==> src/rtl/axi4lite_pkg.sv <==
// Shared definitions for the AXI4-Lite register bank.
// Contents: AXI response codes, channel FSM state types, and byte_merge(),
// which applies a byte-enable mask to a register word (up to 64 bits).
package axi4lite_pkg;

  localparam int unsigned MAX_DATA_W = 64;
  localparam int unsigned MAX_STRB_W = MAX_DATA_W / 8;

  localparam logic [1:0] RESP_OKAY   = 2'b00;
  localparam logic [1:0] RESP_SLVERR = 2'b10;
  localparam logic [1:0] RESP_DECERR = 2'b11;

  typedef enum logic [2:0] {
    W_IDLE,
    W_HAVE_AW,
    W_HAVE_W,
    W_REQ,
    W_RESP
  } wr_state_e;

  typedef enum logic [1:0] {
    R_IDLE,
    R_REQ,
    R_RESP
  } rd_state_e;

  // Replace each byte of old_v whose strobe bit is set with the byte of new_v.
  function automatic logic [MAX_DATA_W-1:0] byte_merge(
    input logic [MAX_DATA_W-1:0] old_v,
    input logic [MAX_DATA_W-1:0] new_v,
    input logic [MAX_STRB_W-1:0] strb
  );
    logic [MAX_DATA_W-1:0] res;
    res = old_v;
    for (int b = 0; b < int'(MAX_STRB_W); b++) begin
      if (strb[b]) res[b*8 +: 8] = new_v[b*8 +: 8];
    end
    return res;
  endfunction

endpackage

==> src/rtl/axi4lite_regbank_if.sv <==
// AXI4-Lite bus bundle between an interconnect master and the register bank.
// Ports: AW (awvalid/awready/awaddr/awprot), W (wvalid/wready/wdata/wstrb),
//        B (bvalid/bready/bresp), AR (arvalid/arready/araddr/arprot),
//        R (rvalid/rready/rdata/rresp). Modports: master, slave.
interface axi4lite_regbank_if #(
  parameter int unsigned ADDR_W = 4,
  parameter int unsigned DATA_W = 32
);
  localparam int unsigned STRB_W = DATA_W / 8;

  logic              awvalid;
  logic              awready;
  logic [ADDR_W-1:0] awaddr;
  logic [2:0]        awprot;
  logic              wvalid;
  logic              wready;
  logic [DATA_W-1:0] wdata;
  logic [STRB_W-1:0] wstrb;
  logic              bvalid;
  logic              bready;
  logic [1:0]        bresp;
  logic              arvalid;
  logic              arready;
  logic [ADDR_W-1:0] araddr;
  logic [2:0]        arprot;
  logic              rvalid;
  logic              rready;
  logic [DATA_W-1:0] rdata;
  logic [1:0]        rresp;

  modport master (
    output awvalid, awaddr, awprot, wvalid, wdata, wstrb, bready,
           arvalid, araddr, arprot, rready,
    input  awready, wready, bvalid, bresp, arready, rvalid, rdata, rresp
  );

  modport slave (
    input  awvalid, awaddr, awprot, wvalid, wdata, wstrb, bready,
           arvalid, araddr, arprot, rready,
    output awready, wready, bvalid, bresp, arready, rvalid, rdata, rresp
  );

endinterface

==> src/rtl/regbank_strb_reg.sv <==
// One byte-enabled register of the bank.
// Ports: clk, rst (sync, active-high), we (write enable), strb (byte enables),
//        d (write data), q (register contents, reset to RST_VAL).
module regbank_strb_reg
  import axi4lite_pkg::*;
#(
  parameter int unsigned        DATA_W  = 32,
  parameter logic [DATA_W-1:0]  RST_VAL = '0
) (
  input  logic                  clk,
  input  logic                  rst,
  input  logic                  we,
  input  logic [DATA_W/8-1:0]   strb,
  input  logic [DATA_W-1:0]     d,
  output logic [DATA_W-1:0]     q
);

  // Byte-granular update through the shared merge helper.
  always_ff @(posedge clk) begin
    if (rst) begin
      q <= RST_VAL;
    end else if (we) begin
      q <= DATA_W'(byte_merge(MAX_DATA_W'(q), MAX_DATA_W'(d), MAX_STRB_W'(strb)));
    end
  end

endmodule

==> src/rtl/axi4lite_regbank.sv <==
// AXI4-Lite slave register bank: NUM_REGS registers of DATA_W bits.
// Byte-strobe writes, read-only registers sourced from regs_i, per-register
// write pulses, SLVERR on writes to read-only regs, DECERR on unmapped addresses.
// Ports: aclk, areset (sync, active-high), bus (AXI4-Lite slave),
//        regs_o (register contents, RO slices 0), regs_i (status inputs for RO slices),
//        wr_pulse_o (one-cycle pulse per successful write).
module axi4lite_regbank
  import axi4lite_pkg::*;
#(
  parameter int unsigned                  NUM_REGS = 4,
  parameter int unsigned                  DATA_W   = 32,
  parameter int unsigned                  ADDR_W   = 4,
  parameter logic [NUM_REGS-1:0]          RO_MASK  = '0,
  parameter logic [NUM_REGS*DATA_W-1:0]   RST_VAL  = '0
) (
  input  logic                        aclk,
  input  logic                        areset,
  axi4lite_regbank_if.slave           bus,
  output logic [NUM_REGS*DATA_W-1:0]  regs_o,
  input  logic [NUM_REGS*DATA_W-1:0]  regs_i,
  output logic [NUM_REGS-1:0]         wr_pulse_o
);

  localparam int unsigned STRB_W   = DATA_W / 8;
  localparam int unsigned ADDR_LSB = (DATA_W == 64) ? 3 : 2;
  localparam int unsigned IDX_W    = ADDR_W - ADDR_LSB;

  wr_state_e          wr_state, wr_state_n;
  rd_state_e          rd_state, rd_state_n;

  logic               aw_hs, w_hs, ar_hs;
  logic [IDX_W-1:0]   aw_idx_q, ar_idx_q;
  logic [DATA_W-1:0]  wdata_q;
  logic [STRB_W-1:0]  wstrb_q;

  logic [NUM_REGS-1:0] aw_sel;
  logic                aw_ro;
  logic [1:0]          wr_resp_c;
  logic [NUM_REGS-1:0] reg_we;

  logic [DATA_W-1:0]   rd_data_c;
  logic                rd_hit;

  logic                unused_bits;

  assign aw_hs = bus.awvalid & bus.awready;
  assign w_hs  = bus.wvalid  & bus.wready;
  assign ar_hs = bus.arvalid & bus.arready;

  // Protection bits, byte-offset address bits and writable-slice status inputs carry no meaning here.
  assign unused_bits = ^{bus.awprot, bus.arprot, bus.awaddr[ADDR_LSB-1:0],
                         bus.araddr[ADDR_LSB-1:0], regs_i};

  // Payload capture at each handshake; readies keep these stable until consumed.
  always_ff @(posedge aclk) begin
    if (aw_hs) aw_idx_q <= bus.awaddr[ADDR_W-1:ADDR_LSB];
    if (w_hs) begin
      wdata_q <= bus.wdata;
      wstrb_q <= bus.wstrb;
    end
    if (ar_hs) ar_idx_q <= bus.araddr[ADDR_W-1:ADDR_LSB];
  end

  // Write index decode: one-hot select plus read-only flag of the selected register.
  always_comb begin
    aw_sel = '0;
    aw_ro  = 1'b0;
    for (int unsigned i = 0; i < NUM_REGS; i++) begin
      if (aw_idx_q == IDX_W'(i)) begin
        aw_sel[i] = 1'b1;
        aw_ro     = RO_MASK[i];
      end
    end
  end

  always_comb begin
    wr_resp_c = RESP_OKAY;
    if (aw_sel == '0) wr_resp_c = RESP_DECERR;
    else if (aw_ro)   wr_resp_c = RESP_SLVERR;
  end

  // Commit only in the request cycle and only for a clean decode.
  assign reg_we = (wr_state == W_REQ && wr_resp_c == RESP_OKAY) ? aw_sel : '0;

  // Write channel next-state: AW and W collected in any order, then request, then response.
  always_comb begin
    wr_state_n = wr_state;
    case (wr_state)
      W_IDLE: begin
        if (aw_hs && w_hs) wr_state_n = W_REQ;
        else if (aw_hs)    wr_state_n = W_HAVE_AW;
        else if (w_hs)     wr_state_n = W_HAVE_W;
      end
      W_HAVE_AW: if (w_hs)       wr_state_n = W_REQ;
      W_HAVE_W:  if (aw_hs)      wr_state_n = W_REQ;
      W_REQ:                     wr_state_n = W_RESP;
      W_RESP:    if (bus.bready) wr_state_n = W_IDLE;
      default:                   wr_state_n = W_IDLE;
    endcase
  end

  // Write channel state and registered outputs.
  always_ff @(posedge aclk) begin
    if (areset) begin
      wr_state    <= W_IDLE;
      bus.awready <= 1'b1;
      bus.wready  <= 1'b1;
      bus.bvalid  <= 1'b0;
      bus.bresp   <= RESP_OKAY;
      wr_pulse_o  <= '0;
    end else begin
      wr_state    <= wr_state_n;
      bus.awready <= (wr_state_n == W_IDLE) || (wr_state_n == W_HAVE_W);
      bus.wready  <= (wr_state_n == W_IDLE) || (wr_state_n == W_HAVE_AW);
      bus.bvalid  <= (wr_state_n == W_RESP);
      if (wr_state == W_REQ) bus.bresp <= wr_resp_c;
      wr_pulse_o  <= reg_we;
    end
  end

  // Read mux: RO registers come straight from the status inputs.
  always_comb begin
    rd_data_c = '0;
    rd_hit    = 1'b0;
    for (int unsigned i = 0; i < NUM_REGS; i++) begin
      if (ar_idx_q == IDX_W'(i)) begin
        rd_hit    = 1'b1;
        rd_data_c = RO_MASK[i] ? regs_i[i*DATA_W +: DATA_W] : regs_o[i*DATA_W +: DATA_W];
      end
    end
  end

  // Read channel next-state: address, one sampling cycle, then hold response.
  always_comb begin
    rd_state_n = rd_state;
    case (rd_state)
      R_IDLE: if (ar_hs)      rd_state_n = R_REQ;
      R_REQ:                  rd_state_n = R_RESP;
      R_RESP: if (bus.rready) rd_state_n = R_IDLE;
      default:                rd_state_n = R_IDLE;
    endcase
  end

  // Read channel state and registered outputs; data sampled in the request cycle.
  always_ff @(posedge aclk) begin
    if (areset) begin
      rd_state    <= R_IDLE;
      bus.arready <= 1'b1;
      bus.rvalid  <= 1'b0;
      bus.rdata   <= '0;
      bus.rresp   <= RESP_OKAY;
    end else begin
      rd_state    <= rd_state_n;
      bus.arready <= (rd_state_n == R_IDLE);
      bus.rvalid  <= (rd_state_n == R_RESP);
      if (rd_state == R_REQ) begin
        bus.rdata <= rd_data_c;
        bus.rresp <= rd_hit ? RESP_OKAY : RESP_DECERR;
      end
    end
  end

  // Storage only for writable indices; RO slices of regs_o are tied low.
  for (genvar i = 0; i < int'(NUM_REGS); i++) begin : g_reg
    if (RO_MASK[i]) begin : g_ro
      assign regs_o[i*DATA_W +: DATA_W] = '0;
    end else begin : g_rw
      regbank_strb_reg #(
        .DATA_W  (DATA_W),
        .RST_VAL (RST_VAL[i*DATA_W +: DATA_W])
      ) u_reg (
        .clk  (aclk),
        .rst  (areset),
        .we   (reg_we[i]),
        .strb (wstrb_q),
        .d    (wdata_q),
        .q    (regs_o[i*DATA_W +: DATA_W])
      );
    end
  end

endmodule

==> src/flat_wrapper.sv <==
// flat-port wrapper written by rule: the top's interface ports become plain ports
module axi4lite_regbank_flat import axi4lite_pkg::*;
#(
  parameter int unsigned                  NUM_REGS = 4,
  parameter int unsigned                  DATA_W   = 32,
  parameter int unsigned                  ADDR_W   = 4,
  parameter logic [NUM_REGS-1:0]          RO_MASK  = '0,
  parameter logic [NUM_REGS*DATA_W-1:0]   RST_VAL  = '0
)
  (aclk, areset, regs_o, regs_i, wr_pulse_o, bus_awvalid, bus_awaddr, bus_awprot, bus_wvalid, bus_wdata, bus_wstrb, bus_bready, bus_arvalid, bus_araddr, bus_arprot, bus_rready, bus_awready, bus_wready, bus_bvalid, bus_bresp, bus_arready, bus_rvalid, bus_rdata, bus_rresp);
  axi4lite_regbank_if #(.ADDR_W(ADDR_W), .DATA_W(DATA_W)) bus_i ();
  input  logic aclk;
  input  logic areset;
  output logic [NUM_REGS*DATA_W-1:0] regs_o;
  input  logic [NUM_REGS*DATA_W-1:0] regs_i;
  output logic [NUM_REGS-1:0] wr_pulse_o;
  input wire logic [$bits(bus_i.awvalid)-1:0] bus_awvalid;
  input wire logic [$bits(bus_i.awaddr)-1:0] bus_awaddr;
  input wire logic [$bits(bus_i.awprot)-1:0] bus_awprot;
  input wire logic [$bits(bus_i.wvalid)-1:0] bus_wvalid;
  input wire logic [$bits(bus_i.wdata)-1:0] bus_wdata;
  input wire logic [$bits(bus_i.wstrb)-1:0] bus_wstrb;
  input wire logic [$bits(bus_i.bready)-1:0] bus_bready;
  input wire logic [$bits(bus_i.arvalid)-1:0] bus_arvalid;
  input wire logic [$bits(bus_i.araddr)-1:0] bus_araddr;
  input wire logic [$bits(bus_i.arprot)-1:0] bus_arprot;
  input wire logic [$bits(bus_i.rready)-1:0] bus_rready;
  output wire logic [$bits(bus_i.awready)-1:0] bus_awready;
  output wire logic [$bits(bus_i.wready)-1:0] bus_wready;
  output wire logic [$bits(bus_i.bvalid)-1:0] bus_bvalid;
  output wire logic [$bits(bus_i.bresp)-1:0] bus_bresp;
  output wire logic [$bits(bus_i.arready)-1:0] bus_arready;
  output wire logic [$bits(bus_i.rvalid)-1:0] bus_rvalid;
  output wire logic [$bits(bus_i.rdata)-1:0] bus_rdata;
  output wire logic [$bits(bus_i.rresp)-1:0] bus_rresp;
  assign bus_i.awvalid = bus_awvalid;
  assign bus_i.awaddr = bus_awaddr;
  assign bus_i.awprot = bus_awprot;
  assign bus_i.wvalid = bus_wvalid;
  assign bus_i.wdata = bus_wdata;
  assign bus_i.wstrb = bus_wstrb;
  assign bus_i.bready = bus_bready;
  assign bus_i.arvalid = bus_arvalid;
  assign bus_i.araddr = bus_araddr;
  assign bus_i.arprot = bus_arprot;
  assign bus_i.rready = bus_rready;
  assign bus_awready = bus_i.awready;
  assign bus_wready = bus_i.wready;
  assign bus_bvalid = bus_i.bvalid;
  assign bus_bresp = bus_i.bresp;
  assign bus_arready = bus_i.arready;
  assign bus_rvalid = bus_i.rvalid;
  assign bus_rdata = bus_i.rdata;
  assign bus_rresp = bus_i.rresp;
  axi4lite_regbank #(.NUM_REGS(NUM_REGS), .DATA_W(DATA_W), .ADDR_W(ADDR_W), .RO_MASK(RO_MASK), .RST_VAL(RST_VAL)) u_core (.aclk(aclk), .areset(areset), .bus(bus_i), .regs_o(regs_o), .regs_i(regs_i), .wr_pulse_o(wr_pulse_o));
endmodule
==> config.mk <==
export PLATFORM = sky130hd
export DESIGN_NAME = axi4lite_regbank_flat
export DESIGN_NICKNAME = d
export VERILOG_FILES = /design/src/rtl/axi4lite_pkg.sv /design/src/rtl/axi4lite_regbank_if.sv /design/src/rtl/regbank_strb_reg.sv /design/src/rtl/axi4lite_regbank.sv /design/src/flat_wrapper.sv
export SDC_FILE = /design/constraint.sdc
export NUM_CORES = 1
export LEC_CHECK = 0
export CAP_MARGIN = 5
export CELL_PAD_IN_SITES_DETAIL_PLACEMENT = 2
export CELL_PAD_IN_SITES_GLOBAL_PLACEMENT = 2
export CORE_MARGIN = 5
export CORE_UTILIZATION = 27
export DETAILED_ROUTE_END_ITERATION = 8
export HOLD_SLACK_MARGIN = 0.03
export MAX_ROUTING_LAYER = met4
export PLACE_DENSITY = 0.94
export RECOVER_POWER = 25
export SYNTH_ARGS = -nofsm -noshare
export SYNTH_HDL_FRONTEND = slang
export SYNTH_SLANG_ARGS = --single-unit
==> constraint.sdc <==
create_clock -name aclk -period 3.5 [get_ports aclk]
set_input_delay 0.525 -clock aclk [delete_from_list [all_inputs] [get_ports aclk]]
set_output_delay 0.525 -clock aclk [all_outputs]
set_load 0.02 [all_outputs]
Word level (Yosys, flattened, before mapping)
Cells that the tools add are included.
{"block": "word_totals", "elab_cells": 103, "register_bits": 218, "output_inout_bits": 173, "in_bits": 185}
{"block": "op_classes", "reduce_logical": 28, "n_eq_ne": 16, "bitwise": 3, "n_mux": 25}
{"cell": "32-bit two-way mux", "count": 4}
{"cell": "2-bit AND reduction", "count": 16}
{"cell": "3-bit two-way mux", "count": 6}
{"cell": "3-bit one-hot mux with 5 select lines", "count": 1}
{"cell": "2-bit equality test, second input constant", "count": 6}
{"cell": "2-bit logical NOT", "count": 5}
{"cell": "3-bit by 2-bit equality test with 1-bit output, second input constant", "count": 3}
{"cell": "1-bit two-way mux", "count": 8}
{"cell": "2-bit two-way mux", "count": 4}
{"cell": "2-bit by 1-bit equality test with 1-bit output, second input constant", "count": 3}
{"cell": "3-bit by 1-bit equality test with 1-bit output, second input constant", "count": 2}
{"cell": "3-bit equality test, second input constant", "count": 2}
{"cell": "3-bit logical NOT", "count": 2}
{"cell": "2-bit one-hot mux with 3 select lines", "count": 1}
{"cell": "4-bit logical NOT", "count": 1}
{"cell": "4-bit two-way mux", "count": 1}
{"cell": "1-bit bitwise AND", "count": 3}
{"cell": "1-bit logical AND", "count": 2}
{"cell": "1-bit logical OR", "count": 2}

Depth between registers and ports, before layout
Gate-level depths: netlist of the first run.
{"block": "logic_depth", "ltp_word": 8, "ltp_mapped": 6, "depth_no_buf": 3}

Hierarchy
Synthesis of the first run repeated with hierarchy kept, for this count alone.
{"block": "hier_totals", "cells_unflattened": 861, "area_unflattened_um2": 9480.3}
{"mod": "regbank_strb_reg", "area_per_inst_um2": 1463.9, "n_inst": 4, "seq_area_each_um2": 640.6, "cells_each": 146}
{"mod": "axi4lite_regbank", "area_per_inst_um2": 3624.7, "n_inst": 1, "seq_area_each_um2": 2162.1, "cells_each": 277}

Worst setup path before layout of the first run
Ideal clock, no wire load.
{"block": "synth_timing", "path_kind": "input port to flip-flop", "start": "in bus_wvalid", "end": "reg u_core.wdata_q[0], enable pin", "stages": 1, "setup_time_ps": 397, "n_path_buf": 0, "required_time_ps": 3103, "arrival_time_ps": 1409, "setup_slack_ps": 1695, "path_cell_list": "and2_1"}
{"block": "synth_between", "elab_chain_len": 1}
{"item": "start, declared", "line": "flat_wrapper.sv:20", "rtl": "input wire logic [$bits(bus_i.wvalid)-1:0] bus_wvalid;"}
{"item": "1-bit bitwise AND", "line": "axi4lite_regbank.sv:47", "rtl": "assign w_hs = bus.wvalid & bus.wready;"}
{"item": "end signal, assigned", "line": "axi4lite_regbank.sv:58", "rtl": "wdata_q <= bus.wdata;"}
{"item": "end, declared", "line": "axi4lite_regbank.sv:33", "rtl": "logic [DATA_W-1:0] wdata_q;"}
No other way between the ends.
A chain may end at the register's enable or synchronous reset.

Worst setup path in the final report of the first run
{"block": "layout_timing", "start": "in bus_wvalid", "end": "reg u_core.wdata_q[23], enable pin"}
{"block": "layout_between", "elab_chain_len": 1}
{"item": "1-bit bitwise AND", "line": "axi4lite_regbank.sv:47"}
{"item": "named net u_core.w_hs", "line": "axi4lite_regbank.sv:31", "rtl": "logic aw_hs, w_hs, ar_hs;"}
The timed path passes the listed nets, and every way through them passes these cells.

==> impl_metrics.py, run 1 <==
metrics = {
    "status": {
        "status": "finished, violations left",
        "violations": "max-capacitance violations, max-slew violations",
    },
    "detailed_routing": {
        "drt-total-wl_um": 35300,
        "ant_nets": 0,
        "drtIter0Drc": 310,
        "drc": 0,
        "vias_per_cell": 5.19,
        "vias": 7568,
        "firstDrtPassIters": 4,
        "wire_per_inst_um": 24.2,
    },
    "worst_setup_path": {
        "critical_path_class": "in2reg",
        "crit_required_ps": 3580,
        "critical_path_peak_fanout": 36,
        "worstSetupStartpointType": "input port",
        "endpoint_kind": "flip-flop",
        "crit_arrival_ps": 2870,
    },
    "finish": {
        "register_area_mm2": 0.00472,
        "syn2layout_area_growth_pct": 38.5,
        "drive_above_1_share_pct": 6.65,
        "multi_input_area_mm2": 0.00362,
        "nFillCells": 3335,
        "final_nets": 1220,
    },
    "cts": {
        "cts_max_level": 1,
        "cts_sinks": 216,
        "clk_pin_slew_ps": 60,
        "post-cts-setup-buffers": 0,
        "cts_resized": 0,
        "cts_buffers": 25,
        "cts_tree": "built",
        "insertion_delay_ps": 520,
        "cts_root_buffer": "clkbuf_16",
        "cts_hold_buf": 0,
        "clk_path_buf_depth": 3,
    },
    "grt": {
        "grt_max_degree": 96,
        "grt_pass1_wl_um": 53300,
        "grt_overflow": 0,
        "antenna_found_initial": 4,
        "grt_pass1_vias": 8635,
        "grt_usage_pct": 19.4,
    },
    "yosys": {
        "synth-seq-cells": 216,
        "synth_top_area_share_pct": 40.5,
        "yosysSeqAreaShare_pct": 54.3,
        "yosysTopAreaCell": "dfxtp_1",
        "synth.avg_cell_area_um2": 10.1,
        "synth_fp_nets": 1048,
        "synthesis.area_mm2": 0.00871,
        "synthTopCellsByArea": "dfxtp_1 (40%), edfxtp_1 (14%), mux2i_1 (11%), a21oi_1 (5.8%), nand3_1 (5.5%)",
        "yosys_warnings": 0,
        "synthCells": 863,
        "synth_cell_types": 32,
    },
    "run": {
        "timing.max_cap.violations": 2,
    },
    "placed_design": {
        "pre_cts_slack_ps": 1080,
        "hpwl_um": 22200,
        "gp_congestion": 0.748,
        "io_buffers": 219,
    },
    "power_and_ir_drop": {
        "cellLeakagePower_nw": 4.54,
        "power_density_mw_per_mm2": 496,
        "finalPower_mw": 5.97,
        "ir_drop_mv": 0.298,
    },
    "sta": {
        "finalCritPeriodShare_pct": 79.8,
        "finalHoldViolCount": 0,
        "finalSetupViolCount": 0,
        "period_needed_ps": 2790,
        "slew_violations": 133,
        "finalSetupTns_ps": 0,
        "finalWorstSetupSlack_ps": 708,
        "max_slew.worst_pin.slew_ps": 2210,
        "relSlewSlack_pct": -47.6,
        "rsz0062_at_grt": "no",
        "fmax_ghz": 0.358,
        "final.setup_skew_ps": 17.2,
    },
    "floorplanning": {
        "rows": 65,
        "dieHeight_um": 190,
        "die_area_mm2": 0.0359,
        "top_level_ports": 358,
        "core_mm2": 0.0317,
        "initial_core_util_pct": 27.5,
        "die_x_um": 190,
    },
    "hold_path": {
        "hp-class": "reg2reg",
    },
}
-- worst max-delay path: stages --
cell and delay, ps:
dlygate4sd3_1 570, and2_2 150, dlymetal6s2s_1 1590
-- through the flow --
| stage | util, % | cells | hold slack (ps) | instance area (um^2) |
|---|---|---|---|---|
| global route | 38.0 | 1459 | 484 | 12100 |
| finish | 38.0 | 1459 | 457 | 12100 |
| global placement | 35.2 | 1410 | 433 | 11200 |
| detailed placement | 35.2 | 1410 | 444 | 11200 |
| CTS | 38.1 | 1455 | 461 | 12100 |
| floorplan | - | 863 | 451 | 8710 |
-- cells in the final DEF, fill, tap and decap left out, types with 2 or more instances in the layout --
master,n
clkbuf_2,2
dlygate4sd3_1,46
nor2_1,6
nor2b_1,2
and4b_2,2
nand2b_1,71
o21ai_0,95
edfxtp_1,40
and2_0,2
nand4b_1,2
nand2_2,4
diode_2,4
nand3_1,96
a21o_1,32
a21oi_1,102
mux2i_1,96
clkbuf_1,3
clkinv_2,7
bufinv_16,5
clkdlybuf4s50_1,172
dfxtp_1,176
clkbuf_8,3
nor2b_2,4
buf_4,7
o22ai_1,31
nand3b_1,3
clkbuf_16,27
-- per-layer routing --
metal / vias to the layer above / global-route usage [%] / share of wire [%]
met1: 3857 / 22.1 / 41
met2: 208 / 35.3 / 52
li1: 3443 / - / -
met4: 0 / 5.90 / 3.1
met5: - / - / 0
met3: 60 / 3.08 / 3.8
-- synth_stat cells (all sizes together) --
library cell / instances
nand3: 96
nor2b: 6
nand2: 4
or3b: 1
dfxtp: 176
nand4bb: 2
and2: 4
or2: 1
a21oi: 102
and4: 1
mux2i: 96
a21o: 32
clkbuf: 40
nand3b: 3
nand2b: 71
edfxtp: 40
nor2: 6
and3b: 1
nor4b: 1
and4bb: 1
o22ai: 32
nand4b: 2
or4b: 2
and4b: 2
o21ai: 96
buf: 45
-- registers in the layout (all words and copies together) (netlist names) --
| register | cells |
|---|---|
| u_core.bus.awready | 1 |
| u_core.bus.rdata | 32 |
| u_core.bus.wready | 1 |
| u_core.rd_state | 2 |
| u_core.wdata_q | 32 |
| u_core.bus.arready | 1 |
| u_core.bus.rvalid | 1 |
| u_core.bus.bresp | 1 |
| u_core.wr_state | 3 |
| u_core.bus.rresp | 1 |
| u_core.ar_idx_q | 2 |
| u_core.aw_idx_q | 2 |
| u_core.wr_pulse_o | 4 |
| u_core.wstrb_q | 4 |
| u_core.bus.bvalid | 1 |
| u_core.g.g_rw.u_reg.q | 128 |
-- power breakdown --
part	switching (mW)	total [mW]	internal [mW]
Clock	1.07	2.90	1.82
Sequential	0.0687	2.68	2.61
Combinational	0.263	0.403	0.140
-- cells by family (layout without fill, tap and decap cells) --
family / count (synthesis) / count (layout) / share of synthesized area [%]
other: 0 / 4 / 0
AND/OR/NAND/NOR: 204 / 204 / 13.7
AO/OA/AOI/OAI: 262 / 262 / 16.6
multiplexers: 96 / 96 / 11.0
buffers and inverters: 85 / 275 / 4.47
flip-flops: 216 / 216 / 54.3
-- layout make-up --
| class | count | share of cell area [%] |
|---|---|---|
| Sequential cell | 216 | 39.2 |
| Multi-Input combinational cell | 562 | 30.1 |
| Timing Repair Buffer | 230 | 18.9 |
| Tap cell | 402 | 4.17 |
| Clock inverter | 13 | 1.57 |
| Antenna cell | 4 | 0.0830 |
| Clock buffer | 32 | 6.01 |
-- final timing paths --
path | start | cells after the start | endpoint | slack [ps]
max | bus_wvalid | 3 | u_core.wdata_q[23] | 710
min | u_core.bus.rdata[18] | 1 | u_core.bus.rdata[18] | 460
max reg2reg | u_core.bus.wready | 2 | u_core.wdata_q[23] | 940
min reg2reg | u_core.bus.rdata[18] | 1 | u_core.bus.rdata[18] | 460
Power figures use the tool's default switching activity.
==> inputs of run 2 (changes only) <==
- CORE_UTILIZATION: 27 -> 23
- PLACE_DENSITY: 0.94 -> 0.86
- clock period: 3.5 -> 2.4 ns (I/O delays scaled with it)
==> run 2 against run 1 <==
The run now ends clean. Sequential power increased by 46%. Via count increased by 0.20%. Largest power group unchanged. Utilization decreased by 5.1 points. Global-route usage decreased by 2.8 points. Die area increased by 16%. Wire length decreased by 0.33%. Design area increased by 2.3%.
==> impl_metrics.py, run 2 (synthesized netlist as in run 1, its figures left out) <==
metrics = {
    "hold_path": {
        "hold_end": "u_core.bus.rvalid",
        "hp-class": "in2reg",
        "hp-start": "areset",
        "whs_path_depth": 2,
    },
    "cts": {
        "cts_root_buffer": "clkbuf_16",
        "clk_pin_slew_ps": 60,
        "insertion_delay_ps": 540,
        "cts_sinks": 216,
        "post-cts-setup-buffers": 0,
        "cts_tree": "built",
        "cts_resized": 0,
        "clk_path_buf_depth": 3,
        "cts_max_level": 1,
        "cts_buffers": 27,
        "cts_hold_buf": 0,
    },
    "finish": {
        "largest_reg_flops": 128,
        "layout_commonest_cell": "clkdlybuf4s50_1",
        "drive_above_1_share_pct": 8.36,
        "utilization_pct": 32.9,
        "top_regs": "u_core.g.g_rw.u_reg.q: 128 flops, u_core.bus.rdata: 32 flops, u_core.wdata_q: 32 flops",
        "syn2layout_area_growth_pct": 41.6,
        "final_nets": 1240,
        "top_register": "u_core.g.g_rw.u_reg.q",
        "final_cell_mix": "clkdlybuf4s50_1 (178), dfxtp_1 (176), a21oi_1 (101), nand3_1 (96), mux2i_1 (96)",
    },
    "sta": {
        "finalSetupTns_ps": 0,
        "finalHoldViolCount": 0,
        "rsz0062_at_grt": "no",
        "finalSetupViolCount": 0,
        "fmax_ghz": 0.502,
        "finalCritPeriodShare_pct": 83.0,
        "max_slew.worst_pin.slew_ps": 1150,
        "period_needed_ps": 1990,
        "slew_violations": 0,
        "final.setup_skew_ps": 14.5,
        "finalWorstSetupSlack_ps": 407,
        "relSlewSlack_pct": 23.4,
    },
    "power_and_ir_drop": {
        "ir_drop_mv": 0.492,
        "cellLeakagePower_nw": 4.59,
        "power_density_mw_per_mm2": 695,
    },
    "run": {
        "timing.max_cap.violations": 0,
    },
    "grt": {
        "grt_max_degree": 95,
        "grt_usage_pct": 16.7,
        "grt_pass1_vias": 8754,
        "grt_overflow": 0,
        "antenna_found_initial": 1,
        "grt_pass1_wl_um": 53500,
    },
    "floorplanning": {
        "die_area_mm2": 0.0418,
        "initial_core_util_pct": 23.2,
        "core_mm2": 0.0375,
        "top_level_ports": 358,
        "dieHeight_um": 205,
        "die_x_um": 205,
        "rows": 71,
    },
    "worst_setup_path": {
        "path_buf_inv": 1,
        "endpoint_kind": "flip-flop",
        "crit_cells": 4,
        "reg2regPathDepth": 4,
        "r2r_start": "u_core.wr_state[0]",
        "crit_path_cell_trace": "nand4b_1, clkbuf_1, o21ai_0, a21oi_1",
        "max_stage_delay_ps": 780,
        "crit_required_ps": 2840,
        "reg2reg_to": "u_core.g_reg[2].g_rw.u_reg.q[11]",
        "ff2ff_setup_slack_ps": 410,
        "critical_path_peak_fanout": 17,
        "crit_slowest_cell": "clkbuf_1",
        "worstSetupStartpointType": "flip-flop",
        "critical_path_class": "reg2reg",
        "crit_arrival_ps": 2440,
        "critPathTopFamily": "buffers and inverters",
    },
    "placed_design": {
        "pre_cts_slack_ps": 528,
        "gp_congestion": 0.750,
        "io_buffers": 219,
        "hpwl_um": 23300,
    },
    "detailed_routing": {
        "firstDrtPassIters": 4,
        "vias": 7583,
        "drc": 0,
        "vias_per_cell": 4.78,
        "ant_nets": 0,
        "drtIter0Drc": 262,
        "wire_per_inst_um": 22.2,
        "drt-total-wl_um": 35200,
    },
    "status": {
        "status": "complete, no violations",
    },
}
## run 2: area by class of cell
| type | count | area, um^2 |
|---|---|---|
| clock inverters | 15 | 144 |
| clock buffers | 35 | 736 |
| fillers | 4078 | 25200 |
| repair buffers | 248 | 2450 |
| flip-flops and latches | 216 | 4720 |
| multi-input cells | 562 | 3640 |
| well taps | 511 | 639 |
| diodes | 1 | 2.50 |
## run 2: layer usage
metal  up-vias  global-route usage, %  share of wire, %
li1       3490                      -                 -
met1      3857                   19.6                42
met2       188                   30.6                52
met3        48                   2.17               4.0
met4         0                   3.59               2.0
met5         -                      -                 0
## run 2: how the worst max path moves through the flow
stage                                     startpoint                                to
floorplan                          u_core.bus.wready                 u_core.wdata_q[0]
global placement                              areset               u_core.bus.rdata[5]
detailed placement                u_core.wr_state[0]  u_core.g_reg[3].g_rw.u_reg.q[21]
CTS                 u_core.g_reg[0].g_rw.u_reg.q[31]                        regs_o[31]
global route                      u_core.wr_state[0]  u_core.g_reg[2].g_rw.u_reg.q[11]
finish                            u_core.wr_state[0]  u_core.g_reg[2].g_rw.u_reg.q[11]
## run 2: report_power, final
group,switching [mW],total (mW),internal (mW)
logic,0.387,0.617,0.230
registers,0.103,3.90,3.80
clock network,1.67,4.05,2.39
## run 2: per-stage QoR
stage / cell area [um^2] / hold slack, ps / power (mW) / cells
after floorplan: 8710 / 451 / 4.28 / 863
after global placement: 11500 / 433 / 4.58 / 1537
after detailed placement: 11500 / 444 / 4.61 / 1537
after CTS: 12300 / 45.3 / 8.72 / 1587
after global routing: 12300 / 64.9 / 8.89 / 1587
final: 12300 / 76.0 / 8.57 / 1588
## run 2: worst reg2reg max path, cell delays in order, from the launching register on
cell      delay (ps)
dfxtp_1          440
nand4b_1         180
clkbuf_1         780
o21ai_0          280
a21oi_1          230
